$ cat config.mk
export PLATFORM = sky130hd
export DESIGN_NAME = strng_ctrl
export DESIGN_NICKNAME = d
export VERILOG_FILES = /design/src/rtl/strng_ctrl.sv
export SDC_FILE = /design/constraint.sdc
export NUM_CORES = 1
export LEC_CHECK = 0
export BUFFER_PORTS_ARGS = -buffer_cell sky130_fd_sc_hd__buf_4
export CAP_MARGIN = 10
export CORE_AREA = 2 2 82 84
export DETAILED_ROUTE_END_ITERATION = 10
export DIE_AREA = 0 0 84 86
export PLACE_DENSITY = 0.73
export SYNTH_ARGS = -nofsm -noshare
export SYNTH_HDL_FRONTEND = slang
export SYNTH_SLANG_ARGS = --single-unit
$ cat constraint.sdc
create_clock -name clk -period 1.63 [get_ports clk]
set_clock_uncertainty 0.1 [all_clocks]
set_input_delay 0.0815 -clock clk [delete_from_list [all_inputs] [get_ports clk]]
set_output_delay 0.0815 -clock clk [all_outputs]
set_load 0.02 [all_outputs]
$ cat src/rtl/strng_ctrl.sv
// Controller for a self-timed ring entropy source: warm-up, synchronized sampling,
// XOR compression, word packing over valid/ready and a repetition-count health test.
module strng_ctrl #(
  parameter int LEN     = 8,
  parameter int WARMUP  = 64,
  parameter int DIV     = 4,
  parameter int WORD    = 32,
  parameter int REP_LIM = 32
) (
  input  logic            clk,
  input  logic            rstn,
  input  logic            en,
  output logic            str_rstn,
  input  logic [LEN-1:0]  str_sout,
  output logic [WORD-1:0] rnd_data,
  output logic            rnd_valid,
  input  logic            rnd_ready,
  output logic            fail
);

  localparam int WW = $clog2(WARMUP + 1);
  localparam int DW = $clog2(DIV + 1);
  localparam int BW = $clog2(WORD + 1);
  localparam int RW = $clog2(REP_LIM + 1);

  localparam logic [WW-1:0] WARM_LAST = WW'(WARMUP - 1);
  localparam logic [DW-1:0] DIV_LAST  = DW'(DIV - 1);
  localparam logic [BW-1:0] BIT_LAST  = BW'(WORD - 1);
  localparam logic [RW-1:0] REP_MAX   = RW'(REP_LIM);

  typedef enum logic [2:0] {
    st_idle    = 3'd0,
    st_warm    = 3'd1,
    st_collect = 3'd2,
    st_hold    = 3'd3,
    st_fail    = 3'd4
  } state_t;

  // Compresses one synchronized ring snapshot to a single entropy bit.
  function automatic logic xor_bit(input logic [LEN-1:0] v);
    return ^v;
  endfunction

  state_t          state_r, state_s;
  logic [LEN-1:0]  sync1_r, sync2_r;
  logic [WW-1:0]   warm_r, warm_s;
  logic [DW-1:0]   div_r, div_s;
  logic [BW-1:0]   bit_r, bit_s;
  logic [RW-1:0]   rep_r, rep_s;
  logic            last_r, last_s;
  logic            first_r, first_s;
  logic [WORD-1:0] data_s;
  logic            samp_s;

  // Next-state, counter and shift-register update logic.
  always_comb begin
    state_s = state_r;
    warm_s  = warm_r;
    div_s   = div_r;
    bit_s   = bit_r;
    rep_s   = rep_r;
    last_s  = last_r;
    first_s = first_r;
    data_s  = rnd_data;
    samp_s  = xor_bit(sync2_r);
    case (state_r)
      st_idle: begin
        if (en) begin
          state_s = st_warm;
          warm_s  = '0;
        end else begin
          state_s = st_idle;
        end
      end
      st_warm: begin
        if (!en) begin
          state_s = st_idle;
        end else if (warm_r == WARM_LAST) begin
          state_s = st_collect;
          div_s   = '0;
          bit_s   = '0;
          rep_s   = '0;
          first_s = 1'b1;
        end else begin
          warm_s = warm_r + WW'(1);
        end
      end
      st_collect: begin
        if (!en) begin
          state_s = st_idle;
        end else if (div_r == DIV_LAST) begin
          div_s   = '0;
          data_s  = {rnd_data[WORD-2:0], samp_s};
          bit_s   = bit_r + BW'(1);
          first_s = 1'b0;
          last_s  = samp_s;
          if (first_r || (samp_s != last_r)) begin
            rep_s = RW'(1);
          end else begin
            rep_s = rep_r + RW'(1);
          end
          // A health failure outranks delivering the word it lands in.
          if (rep_s == REP_MAX) begin
            state_s = st_fail;
          end else if (bit_r == BIT_LAST) begin
            state_s = st_hold;
          end else begin
            state_s = st_collect;
          end
        end else begin
          div_s = div_r + DW'(1);
        end
      end
      st_hold: begin
        if (!en) begin
          state_s = st_idle;
        end else if (rnd_ready) begin
          state_s = st_collect;
          div_s   = '0;
          bit_s   = '0;
        end else begin
          state_s = st_hold;
        end
      end
      st_fail: begin
        if (!en) begin
          state_s = st_idle;
        end else begin
          state_s = st_fail;
        end
      end
      default: begin
        state_s = st_idle;
      end
    endcase
  end

  // State, synchronizer and registered outputs; outputs follow the next state.
  always_ff @(posedge clk) begin
    if (!rstn) begin
      state_r   <= st_idle;
      sync1_r   <= '0;
      sync2_r   <= '0;
      warm_r    <= '0;
      div_r     <= '0;
      bit_r     <= '0;
      rep_r     <= '0;
      last_r    <= 1'b0;
      first_r   <= 1'b0;
      rnd_data  <= '0;
      rnd_valid <= 1'b0;
      str_rstn  <= 1'b0;
      fail      <= 1'b0;
    end else begin
      state_r   <= state_s;
      sync1_r   <= str_sout;
      sync2_r   <= sync1_r;
      warm_r    <= warm_s;
      div_r     <= div_s;
      bit_r     <= bit_s;
      rep_r     <= rep_s;
      last_r    <= last_s;
      first_r   <= first_s;
      rnd_data  <= data_s;
      rnd_valid <= (state_s == st_hold);
      str_rstn  <= (state_s == st_warm) || (state_s == st_collect) || (state_s == st_hold);
      fail      <= (state_s == st_fail);
    end
  end

endmodule

Word level (Yosys, flattened, before mapping)
Index checks and enable logic that the tools add are counted.
{"block": "totals", "reg_bits": 78, "inputBits": 12, "output_inout_bits": 35, "elab_cells": 92}
{"block": "op_classes", "add_sub_neg": 4, "eq_ne": 21, "mux": 41, "reduce_logical": 13}
{"cell": "6-bit two-way mux", "n": 12}
{"cell": "3-bit two-way mux", "n": 12}
{"cell": "7-bit two-way mux", "n": 3}
{"cell": "6-bit one-hot mux with 3 select lines", "n": 1}
{"cell": "2-bit != test, second input constant", "n": 8}
{"cell": "3-bit by 2-bit == test with 1-bit output, second input constant", "n": 5}
{"cell": "3-bit one-hot mux with 5 select lines", "n": 1}
{"cell": "7-bit one-hot mux with 2 select lines", "n": 1}
{"cell": "6-bit by 1-bit adder with 6-bit output, second input constant", "n": 2}
{"cell": "6-bit one-hot mux with 2 select lines", "n": 1}
{"cell": "3-bit one-hot mux with 3 select lines", "n": 1}
{"cell": "8-bit XOR reduction", "n": 1}
{"cell": "7-bit by 1-bit adder with 7-bit output, second input constant", "n": 1}
{"cell": "7-bit by 6-bit == test with 1-bit output, second input constant", "n": 1}
{"cell": "1-bit two-way mux", "n": 7}
{"cell": "7-bit AND reduction", "n": 1}
{"cell": "3-bit by 1-bit == test with 1-bit output, second input constant", "n": 2}
{"cell": "3-bit == test, second input constant", "n": 2}
{"cell": "6-bit by 5-bit == test with 1-bit output, second input constant", "n": 1}
{"cell": "6-bit == test, second input constant", "n": 1}
{"cell": "6-bit AND reduction", "n": 1}
{"cell": "5-bit AND reduction", "n": 1}
{"cell": "4-bit AND reduction", "n": 1}
{"cell": "2-bit nonzero test", "n": 2}
{"cell": "8 further kinds", "n": 10}

Logic depth before layout (Yosys ltp)
Gate-level depths: netlist of run 1.
{"block": "logic_depth", "ltp_word": 15, "ltp_mapped": 6, "ltp_nobuf": 6}

Worst setup path after synthesis of run 1
Ideal clock, no wire load.
{"block": "synth_path", "path_kind": "flip-flop to flip-flop", "from": "register warm_r[0]", "to": "register bit_r[2]", "setup_ns": 0.072, "arrival_time_ns": 1.632, "t_required_ns": 1.458, "path_slack_ns": -0.174, "stages_incl_launch_ff": 7, "n_path_buf": 0, "synth_period_minus_slack_ns": 1.804, "path_cell_list": "dfxtp_1 ha_1 nand3_2 nor4b_4 o21ai_1 or3_1 a21oi_1"}
{"block": "synth_via", "elab_chain_len": 3}
{"item": "start, declared", "line_no": "46", "rtl": "logic [WW-1:0] warm_r, warm_s;"}
{"item": "start signal, assigned", "line_no": "158", "rtl": "warm_r <= warm_s;"}
{"item": "7-bit by 6-bit == test with 1-bit output", "line_no": "78", "rtl": "end else if (warm_r == WARM_LAST) begin"}
{"item": "2-bit != test (no source line)"}
{"item": "7-bit AND reduction (no source line)"}
{"item": "end signal, assigned", "line_no": "160", "rtl": "bit_r <= bit_s;"}
{"item": "end, declared", "line_no": "48", "rtl": "logic [BW-1:0] bit_r, bit_s;"}
Every way passes these cells.
A chain may end at the register's enable or synchronous reset.

Final worst setup path of run 1
{"block": "layout_path", "from": "register sync2_r[7]", "to": "register rep_r[1]"}
{"block": "layout_via", "elab_chain_len": 10}
{"item": "start, declared", "line_no": "45", "rtl": "logic [LEN-1:0] sync1_r, sync2_r;"}
{"item": "start signal, assigned", "line_no": "157", "rtl": "sync2_r <= sync1_r;"}
{"item": "8-bit XOR reduction", "line_no": "41", "rtl": "return ^v;"}
{"item": "1-bit != test", "line_no": "97", "rtl": "if (first_r || (samp_s != last_r)) begin"}
{"item": "1-bit logical OR", "line_no": "97"}
{"item": "6-bit two-way mux", "line_no": "97"}
{"item": "6-bit two-way mux", "line_no": "91", "rtl": "end else if (div_r == DIV_LAST) begin"}
{"item": "6-bit two-way mux", "line_no": "89", "rtl": "if (!en) begin"}
{"item": "6-bit two-way mux", "line_no": "66", "rtl": "case (state_r)"}
{"item": "6-bit two-way mux", "line_no": "91"}
{"item": "6-bit two-way mux", "line_no": "89"}
{"item": "6-bit one-hot mux with 2 select lines", "line_no": "66"}
{"item": "end signal, assigned", "line_no": "161", "rtl": "rep_r <= rep_s;"}
{"item": "end, declared", "line_no": "49", "rtl": "logic [RW-1:0] rep_r, rep_s;"}
Every way passes these cells. The select of a mux whose other input is x is not followed.

==> out/results.tsv, run 1 <==
stage	metric	value	unit
die	Core Region	0.006277	mm^2
timing	# setup viols final	18	
run_status	status	complete, but fails checks	
finish	most common cell after layout, fill and taps aside	buf_4	
global_routing	GR Util All Layers	0.1941	
flow_run	Max-Cap Viols	0	
clocking	Root Driver	clkbuf_8	
timing	Min Clock Period, post-route	1.771	ns
power	VDD IR max	0.5521	mV
critical_path	Setup CP Type	register to register	
synthesis	Yosys reg bits	77	
clocking	H-tree levels	3	
finish	Final nets	467	
synthesis	Mapped Area	0.003108	mm^2
critical_path	crit path launch	sync2_r[7]	
finish	Layout area overhead	40.26	%
synthesis	Synth area leader	dfxtp_1	
clocking	Worst-Skew Late Latency	0.34	ns
timing	RSZ-0062 raised after global routing	true	
clocking	CTS Buf Count	9	
placement	post-placement cell count	501	
die	die area	0.007224	mm^2
placement	Place WS	-0.1302	ns
critical_path	reg2reg end	rep_r[1]	
placement	Routability Congestion	0.8164	
critical_path	CP required	1.81	ns
synthesis	Unique masters post-synth	47	
routing	first-iteration detailed-routing DRC count	75	
routing	drt total wl	6.901	mm
finish	Final Core Density	0.6944	
clocking	Sink Count	77	
routing	DR vias/cell	5.258	
critical_path	Worst Reg-to-Reg Cells	5	
power	PD cells	828.5	mW/mm^2
critical_path	Worst path slowest cell	xor3_2	
hold_path	Hold Crit Endpoint	bit_r[0]	
die	Die X-Extent	84	um
clocking	CTS tree	built	
clocking	clock buffer depth	2	
synthesis	sequential cell area fraction in the yosys report	0.4960	
die	Rows	29	
synthesis	ys async rst share	0	
hold_path	Hold WC Path Type	input port to register	
die	I/O Pins	47	
power	Leak	1.704	nW
routing	Post-DRT Antenna Nets	0	
routing	via count	2792	
timing	min setup slack post-route	-0.1409	ns
finish	Antenna Cells	0	
synthesis	Syn. warnings	0	
global_routing	antenna violations before repair	0	
timing	worst slew pin tran	0.4598	ns
placement	HPWL Detailed	4.665	mm
timing	fmax	0.5647	GHz
routing	WL per Instance	13.00	um
timing	Hold Fails Final Rpt	0	
synthesis	ys flop type	dfxtp_1	
run_status	failing checks	setup timing	
routing	residual DRC count	0	
clocking	clk slew on worst S/H paths	0.07	ns
critical_path	flop-to-flop setup slack	-0.14	ns
placement	I/O Buffers	46	
synthesis	syn_nets	372	
routing	DR pass1 iterations	4	
die	initial core utilization	0.4951	
timing	Pins Over Slew Limit	0	
critical_path	startpoint types	register	
timing	fin crit share	1.086	
hold_path	Min-Delay Startpoint	rstn	
critical_path	CP dominant cell by count	xnor2_2	
global_routing	global-route wire length before repair	11.36	mm
hold_path	Hold Path Depth	2	
critical_path	max incr delay on CP	0.39	ns
synthesis	largest cells by area after synthesis	dfxtp_1 (50%), nand2_1 (10%), a21oi_1 (6.8%)	
finish	most frequent cells in the layout	buf_4 (86), nand2_1 (84), dfxtp_1 (66)	
synthesis	post-synth top area share	0.4960	
die	Die Y	86	um
critical_path	Worst Path Max Fanout	5	
synthesis	cells after synthesis	356	
global_routing	GRT overflow	0	
global_routing	largest net degree at the start of global routing	37	
critical_path	worst r2r src	sync2_r[7]	
timing	Slew HR	0.6891	
critical_path	crit-path cells	xnor2_2 > xnor2_2 > xor3_2 > or3_4 > o21ai_2	
critical_path	CP arrival	1.95	ns
synthesis	Mean Syn Cell Area	8.730	um^2
synthesis	number of enable flip-flop cells after synthesis	0	
finish	layout cell share with drive strength beyond 1	0.3392	
finish	fin cells	531	
global_routing	vias in the first global route	2552	
critical_path	CP Capture Type	register	
==> logic make-up after synthesis <==
family                     Yosys count  share of synthesized area
AOI/OAI and AO/OA                   74                     0.1421
muxes                                3                   0.009662
adders and majority gates            4                    0.01610
DFF                                 77                     0.4960
buffers and inverters               21                    0.02818
xor gates and xnor gates            19                    0.05877
and+or+nand+nor                    158                     0.2492
==> sequential cells by signal (all words and copies together), names as in the netlist <==
register	count
rnd_data	32
sync1_r	8
sync2_r	8
warm_r	7
bit_r	6
rep_r	6
div_r	3
state_r	3
fail	1
first_r	1
rnd_valid	1
str_rstn	1
==> where the power goes <==
part / switching, W / total (W) / leakage, nW / internal, W
Combinational: 0.0000942 / 0.000208 / 0.974 / 0.000114
Sequential: 0.0000126 / 0.00192 / 0.629 / 0.00190
Clock: 0.000648 / 0.00149 / 0.101 / 0.000839
==> worst max-delay path: cells and delay by family, from the launching register on <==
| kind | cells | cell delay [ns] |
|---|---|---|
| DFF | 1 | 0.33 |
| AOI/OAI and AO/OA | 1 | 0.14 |
| xor gates and xnor gates | 3 | 0.74 |
| and+or+nand+nor | 1 | 0.39 |
==> final cells by class <==
cell class,instances,area [um^2]
repair buffers,101,844.6
clock inverters,5,77.57
flip-flops and latches,77,1558
fillers,492,1918
clock buffers,9,123.9
inverters,4,15.01
well taps,77,96.34
multi-input cells,258,1644
==> worst max path at each step <==
stage | endpoint | slack, ns
2_1_floorplan | rep_r[1] | -0.08
3_3_place_gp | rep_r[1] | -0.1
3_5_place_dp | rep_r[1] | -0.13
4_1_cts | rep_r[1] | -0.16
5_1_grt | state_r[1] | -0.23
6_report | rep_r[1] | -0.14
==> layer usage <==
| layer | up-vias | GRT usage | share of wire |
|---|---|---|---|
| li1 | 1399 | - | - |
| met1 | 1317 | 0.2373 | 0.44 |
| met2 | 65 | 0.3353 | 0.49 |
| met3 | 11 | 0.03946 | 0.045 |
| met4 | 0 | 0.08065 | 0.015 |
| met5 | - | 0 | 0 |
==> through the flow <==
step	area [um^2]	total power [W]	hold slack [ns]	TNS (ns)
after global placement	3874	0.002134	0.1879	-1.024
after CTS	4194	0.003644	0.01257	-1.656
final	4359	0.003611	0.01830	-1.342
after detailed placement	3874	0.002139	0.1923	-1.786
after floorplan	3188	0.002068	0.1088	-0.3377
after global routing	4359	0.003748	0.02781	-3.421
==> what timing repair did <==
action	in CTS	in global routing
gates resized for setup	10	26
setup buffers	2	5
hold buffers	8	0
pin swaps	10	10
gates cloned	0	1
hold endpoints to repair	8	0
setup endpoints to repair	50	56
==> cell usage after synthesis, drive strengths merged (2+ instances only) <==
cell     n
nand2   85
and2    16
ha       4
o21a     2
dfxtp   77
clkbuf  11
o211ai   2
a21o     3
buf      6
nor3     4
nand3b   2
a211oi   4
nor4     3
and3     4
inv      4
nor3b    2
nor2b    3
xor2     6
xnor2   12
mux2i    3
nor2    17
nand2b   3
a21oi   42
nor4b    2
nand4    4
nand3    6
or3      5
o21ai   14
(Power assumes the default switching activity.)
==> run 2: changes to the inputs <==
--- a/config.mk
+++ b/config.mk
@@ -11,6 +11,7 @@
 export DETAILED_ROUTE_END_ITERATION = 10
 export DIE_AREA = 0 0 84 86
 export PLACE_DENSITY = 0.73
+export SETUP_SLACK_MARGIN = 0.05
 export SYNTH_ARGS = -nofsm -noshare
 export SYNTH_HDL_FRONTEND = slang
 export SYNTH_SLANG_ARGS = --single-unit
==> run 2 against run 1 <==
- the flow still finishes with violations (setup timing)
- fmax down 0.30%
- sequential power about the same
- global-route usage up 0.34 points
- largest power group unchanged
- flip-flop and latch count unchanged
- die area unchanged
- sequential share of layout area down 0.67 points
- via count down 0.14%
- count of clock-buffer cells in the layout up 1
- first-iteration DRC count up 44%
- power up 2.9%
- worst setup slack worse by 0.0052 ns
==> out/results.tsv, run 2 (synthesis results as in run 1) <==
stage	metric	value	unit	change
clocking	CTS Buf Count	9		unchanged
finish	Final Core Density	0.7088		+0.01435
placement	HPWL Detailed	4.567	mm	-2.1%
critical_path	CP required	1.81	ns	about the same
timing	min setup slack post-route	-0.1461	ns	-0.005250 ns
timing	Hold Fails Final Rpt	0		unchanged
timing	fin crit share	1.090		+0.003221
finish	register area	0.001560	mm^2	+0.16%
clocking	Sink Count	77		unchanged
critical_path	crit-path cells	ha_4 > nand2b_4 > nor4_4 > nand2_1 > or3_4 > o21ai_2		
critical_path	max incr delay on CP	0.43	ns	+0.04 ns
run_status	failing checks	setup timing		
timing	Pins Over Slew Limit	0		unchanged
die	initial core utilization	0.4951		unchanged
die	Die Y	86	um	unchanged
routing	Post-DRT Antenna Nets	0		unchanged
routing	WL per Instance	13.45	um	+3.5%
critical_path	Setup CP Type	register to register		
timing	Slew HR	0.7215		+0.03241
finish	fin area	0.004449	mm^2	+2.1%
power	Sw Share	0.2216		+0.01267
timing	fmax	0.5630	GHz	-0.30%
global_routing	GR Util All Layers	0.1976		+0.003430
clocking	Worst-Skew Late Latency	0.35	ns	about the same
power	VDD IR max	0.7169	mV	+30%
finish	Fill cells	507		+3.0%
die	I/O Pins	47		unchanged
critical_path	startpoint types	register		
power	Leak	1.730	nW	+1.5%
critical_path	worst r2r src	div_r[0]		
hold_path	Hold WC Path Type	input port to register		
finish	Layout area overhead	43.16	%	
clocking	Root Driver	clkbuf_8		
power	power share of the sequential group	0.516		-0.015
flow_run	Max-Cap Viols	0		unchanged
timing	hold slack	0.06530	ns	+0.04700 ns
routing	DR vias/cell	5.192		-1.3%
critical_path	Worst path slowest cell	or3_4		
clocking	H-tree levels	3		unchanged
power	Final Power	0.003717	W	+2.9%
global_routing	global-route wire length before repair	11.51	mm	+1.3%
placement	Routability Congestion	0.8300		+1.7%
routing	DR pass1 iterations	4		unchanged
finish	area of the multi-input gates	0.001668	mm^2	+1.4%
routing	residual DRC count	0		unchanged
power	Net Sw Power	0.0008237	W	+9.2%
timing	# setup viols final	19		+1
routing	first-iteration detailed-routing DRC count	108		+44%
power	combinational share of power	0.061		+0.003
clocking	clk slew on worst S/H paths	0.08	ns	about the same
timing	RSZ-0062 raised after global routing	true		
placement	I/O Buffers	46		unchanged
clocking	clock buffer depth	2		unchanged
power	PD cells	835.5	mW/mm^2	+0.85%
run_status	status	complete, but fails checks		
routing	drt total wl	7.221	mm	+4.6%
critical_path	Worst Path Max Fanout	5		unchanged
timing	Min Clock Period, post-route	1.776	ns	+0.005250 ns
critical_path	critical path endpoint	rep_r[2]		
placement	dpl cell area	0.003846	mm^2	-0.71%
die	Rows	29		unchanged
finish	most common cell after layout, fill and taps aside	buf_4		
finish	Antenna Cells	0		unchanged
die	Die X-Extent	84	um	unchanged
critical_path	flop-to-flop setup slack	-0.15	ns	about the same
critical_path	CP arrival	1.95	ns	about the same
finish	Final nets	471		+0.86%
critical_path	crit path launch	div_r[0]		
global_routing	antenna violations before repair	0		unchanged
routing	via count	2788		-0.14%
clocking	CTS tree	built		
power	Clk network pwr share	0.424		+0.012
finish	Most flops, register	rnd_data		
critical_path	CP Capture Type	register		
power	internal power	0.002894	W	+1.3%
global_routing	vias in the first global route	2612		+2.4%
die	die area	0.007224	mm^2	unchanged
timing	worst slew pin tran	0.4159	ns	-0.04397 ns
global_routing	largest net degree at the start of global routing	37		unchanged
finish	Regs by FF count	rnd_data: 32 flops, sync1_r: 8 flops, sync2_r: 8 flops		
finish	Largest register FFs	32		unchanged
global_routing	GRT overflow	0		unchanged
critical_path	Worst Reg-to-Reg Cells	6		+1
critical_path	reg2reg end	rep_r[2]		
die	Core Region	0.006277	mm^2	unchanged
finish	most frequent cells in the layout	buf_4 (88), nand2_1 (84), dfxtp_1 (62)		
finish	layout cell share with drive strength beyond 1	0.3609		+0.02166
## run 2: cell types whose count changed in the layout (fill, tap and decap cells not counted), moves of 2 or more
| cell | before | now |
|---|---|---|
| a21oi_1 | 41 | 37 |
| a21oi_2 | 1 | 5 |
| buf_4 | 86 | 88 |
| clkinv_4 | 0 | 2 |
| dfxtp_1 | 66 | 62 |
| dfxtp_2 | 10 | 15 |
| o21ai_0 | 6 | 4 |
| o21ai_1 | 2 | 4 |
## run 2: final cells by class
class | count | area share
Multi-Input combinational cell | 258 | 0.3749
Inverter | 4 | 0.003375
Clock buffer | 10 | 0.02868
Sequential cell | 77 | 0.3507
Tap cell | 77 | 0.02165
Timing Repair Buffer | 105 | 0.2011
Clock inverter | 6 | 0.01969
## run 2: power by group through the flow
stage | sequential (W) | combinational [W] | clock, W
floorplan | 0.00196 | 0.000109 | 0
global placement | 0.00196 | 0.000177 | 0
detailed placement | 0.00196 | 0.000179 | 0
CTS | 0.00192 | 0.000199 | 0.00160
global route | 0.00192 | 0.000245 | 0.00169
finish | 0.00192 | 0.000225 | 0.00157
## run 2: worst min path at each step
stage	depth (start not counted)	slack, ns	start	to
after floorplan	1	0.11	str_sout[0]	sync1_r[0]
after global placement	2	0.19	str_sout[1]	sync1_r[1]
after detailed placement	2	0.19	str_sout[0]	sync1_r[0]
after CTS	4	0.05	en	str_rstn
after global routing	4	0.09	en	str_rstn
final	4	0.07	en	str_rstn
## run 2: what timing repair did
item                                   CTS  global route
pin swaps                               10            22
cloned                                   0             2
setup buffers                            3             9
hold buffers                             9             0
setup endpoints to repair               54            41
resized for setup                       15            29
endpoints found under the hold margin    9             0
## run 2: per-layer routing
layer / up-vias / share of wire / global-route usage / wire length, um
met5: - / 0 / 0 / 0
met2: 76 / 0.49 / 0.3389 / 3508
met1: 1302 / 0.44 / 0.2384 / 3207
met4: 0 / 0.020 / 0.07185 / 143
met3: 13 / 0.050 / 0.05486 / 361
li1: 1397 / - / - / -
## run 2: critical path: cells and delay by family, from the launching register on
family / cells / cell delay, ns
adders and majority gates: 1 / 0.16
AOI/OAI and AO/OA: 1 / 0.14
DFF: 1 / 0.36
and+or+nand+nor: 4 / 0.94
## run 2: per-stage QoR
stage                     setup TNS (ns)  std cells  setup WS, ns
after floorplan                  -0.3377        356      -0.08334
after global placement            -1.478        499       -0.1128
after detailed placement          -2.194        499       -0.1905
after CTS                         -1.169        527       -0.1303
after global routing              -4.359        537       -0.2266
final                             -1.125        537       -0.1461
==> run 3: changes to the inputs <==
--- a/config.mk
+++ b/config.mk
@@ -5,7 +5,7 @@
 export SDC_FILE = /design/constraint.sdc
 export NUM_CORES = 1
 export LEC_CHECK = 0
-export BUFFER_PORTS_ARGS = -buffer_cell sky130_fd_sc_hd__buf_4
+export BUFFER_PORTS_ARGS = -buffer_cell sky130_fd_sc_hd__buf_2
 export CAP_MARGIN = 10
 export CORE_AREA = 2 2 82 84
 export DETAILED_ROUTE_END_ITERATION = 10
==> run 3 against run 2 <==
- the flow still finishes with violations (setup timing)
- via count grew 5.3%
- flip-flop and latch count is the same
- worst setup slack gained 0.020 ns
- sequential share of layout area shrank 1.3 points
- hold slack gained 0.020 ns
- largest power group unchanged
- register-to-register slack gained 0.02 ns
- non-clock buffer count grew 11
- cell area grew 4.2%
- highest routed layer unchanged
- die area is the same
- cell count grew 2.0%
- sequential power is essentially flat
==> out/results.tsv, run 3 (synthesis results as in run 1) <==
stage	metric	value	unit	change
run_status	status	complete, but fails checks		
run_status	failing checks	setup timing		
clocking	clock buffer depth	2		unchanged
clocking	Worst-Skew Late Latency	0.35	ns	about the same
critical_path	startpoint types	register		
routing	first-iteration detailed-routing DRC count	108		unchanged
clocking	Root Driver	clkbuf_8		
timing	# setup viols final	22		+3
critical_path	Worst Path Max Fanout	5		unchanged
die	Core Region	0.006277	mm^2	unchanged
clocking	Sink Count	77		unchanged
critical_path	Worst path slowest cell	dfxtp_2		
critical_path	crit-path cells	ha_4 > nand3_4 > nor4b_4 > buf_4 > o21ai_2 > or3_1 > a21oi_1		
timing	Pins Over Slew Limit	0		unchanged
timing	Slew HR	0.6679		-0.05365
global_routing	largest net degree at the start of global routing	37		unchanged
finish	Antenna Cells	0		unchanged
global_routing	vias in the first global route	2629		+0.65%
critical_path	Worst Reg-to-Reg Cells	7		+1
timing	hold slack	0.08496	ns	+0.01966 ns
routing	WL per Instance	14.67	um	+9.1%
hold_path	Hold Path Depth	4		unchanged
finish	Largest register FFs	32		unchanged
finish	Final nets	482		+2.3%
timing	Min Clock Period, post-route	1.756	ns	-0.01979 ns
timing	worst slew pin tran	0.4982	ns	+0.08231 ns
finish	most frequent cells in the layout	nand2_1 (68), dfxtp_1 (63), buf_4 (52)		
die	Rows	29		unchanged
placement	HPWL Detailed	4.661	mm	+2.1%
die	initial core utilization	0.4951		unchanged
die	die area	0.007224	mm^2	unchanged
hold_path	Hold WC Path Type	input port to register		
routing	residual DRC count	0		unchanged
finish	most common cell after layout, fill and taps aside	nand2_1		
finish	layout cell share with drive strength beyond 1	0.4395		+0.07862
global_routing	antenna violations before repair	0		unchanged
finish	Regs by FF count	rnd_data: 32 flops, sync1_r: 8 flops, sync2_r: 8 flops		
flow_run	Max-Cap Viols	0		unchanged
clocking	clk slew on worst S/H paths	0.08	ns	about the same
critical_path	critical path depth	7		+1
placement	I/O Buffers	46		unchanged
timing	fin crit share	1.077		-0.01214
timing	Setup TNS	-1.615	ns	-0.4896 ns
placement	Routability Congestion	0.8416		+1.4%
placement	Place WS	-0.1992	ns	-0.008735 ns
power	Leak	2.019	nW	+17%
timing	RSZ-0062 raised after global routing	true		
power	VDD IR max	0.7714	mV	+7.6%
clocking	CTS tree	built		
power	PD cells	868.0	mW/mm^2	+3.9%
finish	Layout area overhead	49.15	%	
timing	fmax	0.5694	GHz	+1.1%
critical_path	CP Capture Type	register		
clocking	H-tree levels	3		unchanged
global_routing	GRT overflow	0		unchanged
critical_path	CP required	1.82	ns	about the same
routing	DR pass1 iterations	5		+1
routing	Post-DRT Antenna Nets	0		unchanged
timing	Hold Fails Final Rpt	0		unchanged
critical_path	crit-path leading delay family	simple AND/OR/NAND/NOR gates		
power	Final Power	0.004024	W	+8.2%
critical_path	Setup CP Type	register to register		
routing	via count	2937		+5.3%
die	Die X-Extent	84	um	unchanged
finish	Most flops, register	rnd_data		
critical_path	Buf/Inv on CP	1		+1
timing	min setup slack post-route	-0.1263	ns	+0.01979 ns
routing	DR vias/cell	5.359		+3.2%
critical_path	max incr delay on CP	0.36	ns	-0.07 ns
die	Die Y	86	um	unchanged
global_routing	GR Util All Layers	0.2018		+0.004203
die	I/O Pins	47		unchanged
critical_path	CP arrival	1.94	ns	about the same
clocking	CTS Buf Count	9		unchanged
routing	drt total wl	8.037	mm	+11%
global_routing	global-route wire length before repair	11.70	mm	+1.6%
## run 3: cell count changes in the layout (fill, tap and decap cells not counted), moves of 3 or more
cell	delta
dfxtp_2	-4
nand2_2	+4
a21oi_1	-11
a21oi_2	+11
nand2_1	-16
buf_2	+46
buf_4	-36
dfxtp_4	+3
nand2_4	+12
buf_6	+3
## run 3: path summary, 6_finish.rpt
path / from / end / slack (ns)
setup / recovery: warm_r[1] / bit_r[3] / -0.13
hold reg to reg: sync1_r[7] / sync2_r[7] / 0.34
setup reg to reg: warm_r[1] / bit_r[3] / -0.13
hold / removal: en / str_rstn / 0.08
## run 3: through the flow
stage	instance area (um^2)	instances	util
2_1_floorplan	3188	356	-
3_3_place_gp	3761	503	0.5992
3_5_place_dp	3761	503	0.5992
4_1_cts	4227	534	0.6733
5_1_grt	4636	548	0.7385
6_report	4636	548	0.7385
## run 3: layer usage
metal  vias up  GRT usage  wire length [um]
met1      1411     0.2321              3331
met2        80     0.3585              4204
li1       1430          -                 -
met4         0    0.06012               123
met5         -          0                 0
met3        16    0.06641               378
## run 3: where the power goes
part / switching (W) / total (W) / leakage [nW] / internal [W]
Clock: 0.000712 / 0.00189 / 0.131 / 0.00118
Combinational: 0.000102 / 0.000223 / 1.26 / 0.000121
Sequential: 0.0000128 / 0.00191 / 0.631 / 0.00190
## run 3: timing repair
action | 4_1_cts | 5_1_grt
hold buffers | 9 | 0
cloned | 1 | 2
buffers inserted | 5 | 12
setup endpoints to repair | 42 | 57
pin swaps | 13 | 56
endpoints found under the hold margin | 10 | 0
gates resized for setup | 20 | 75
## run 3: worst reg2reg max path, delay by kind of cell, from the launching register on
kind	cells	cell delay [ns]
simple gates	3	0.70
flops	1	0.36
compound gates	2	0.20
buf+inv	1	0.18
fa+ha+maj	1	0.15
## run 3: cell type report
type                       count  area [um^2]
clock buffer                  10        127.6
clock inverter                 6        133.9
fill                         449         1642
inverter                       4        15.01
multi-input combinational    258         1853
sequential                    77         1567
tap                           77        96.34
timing repair buffer         116        843.3
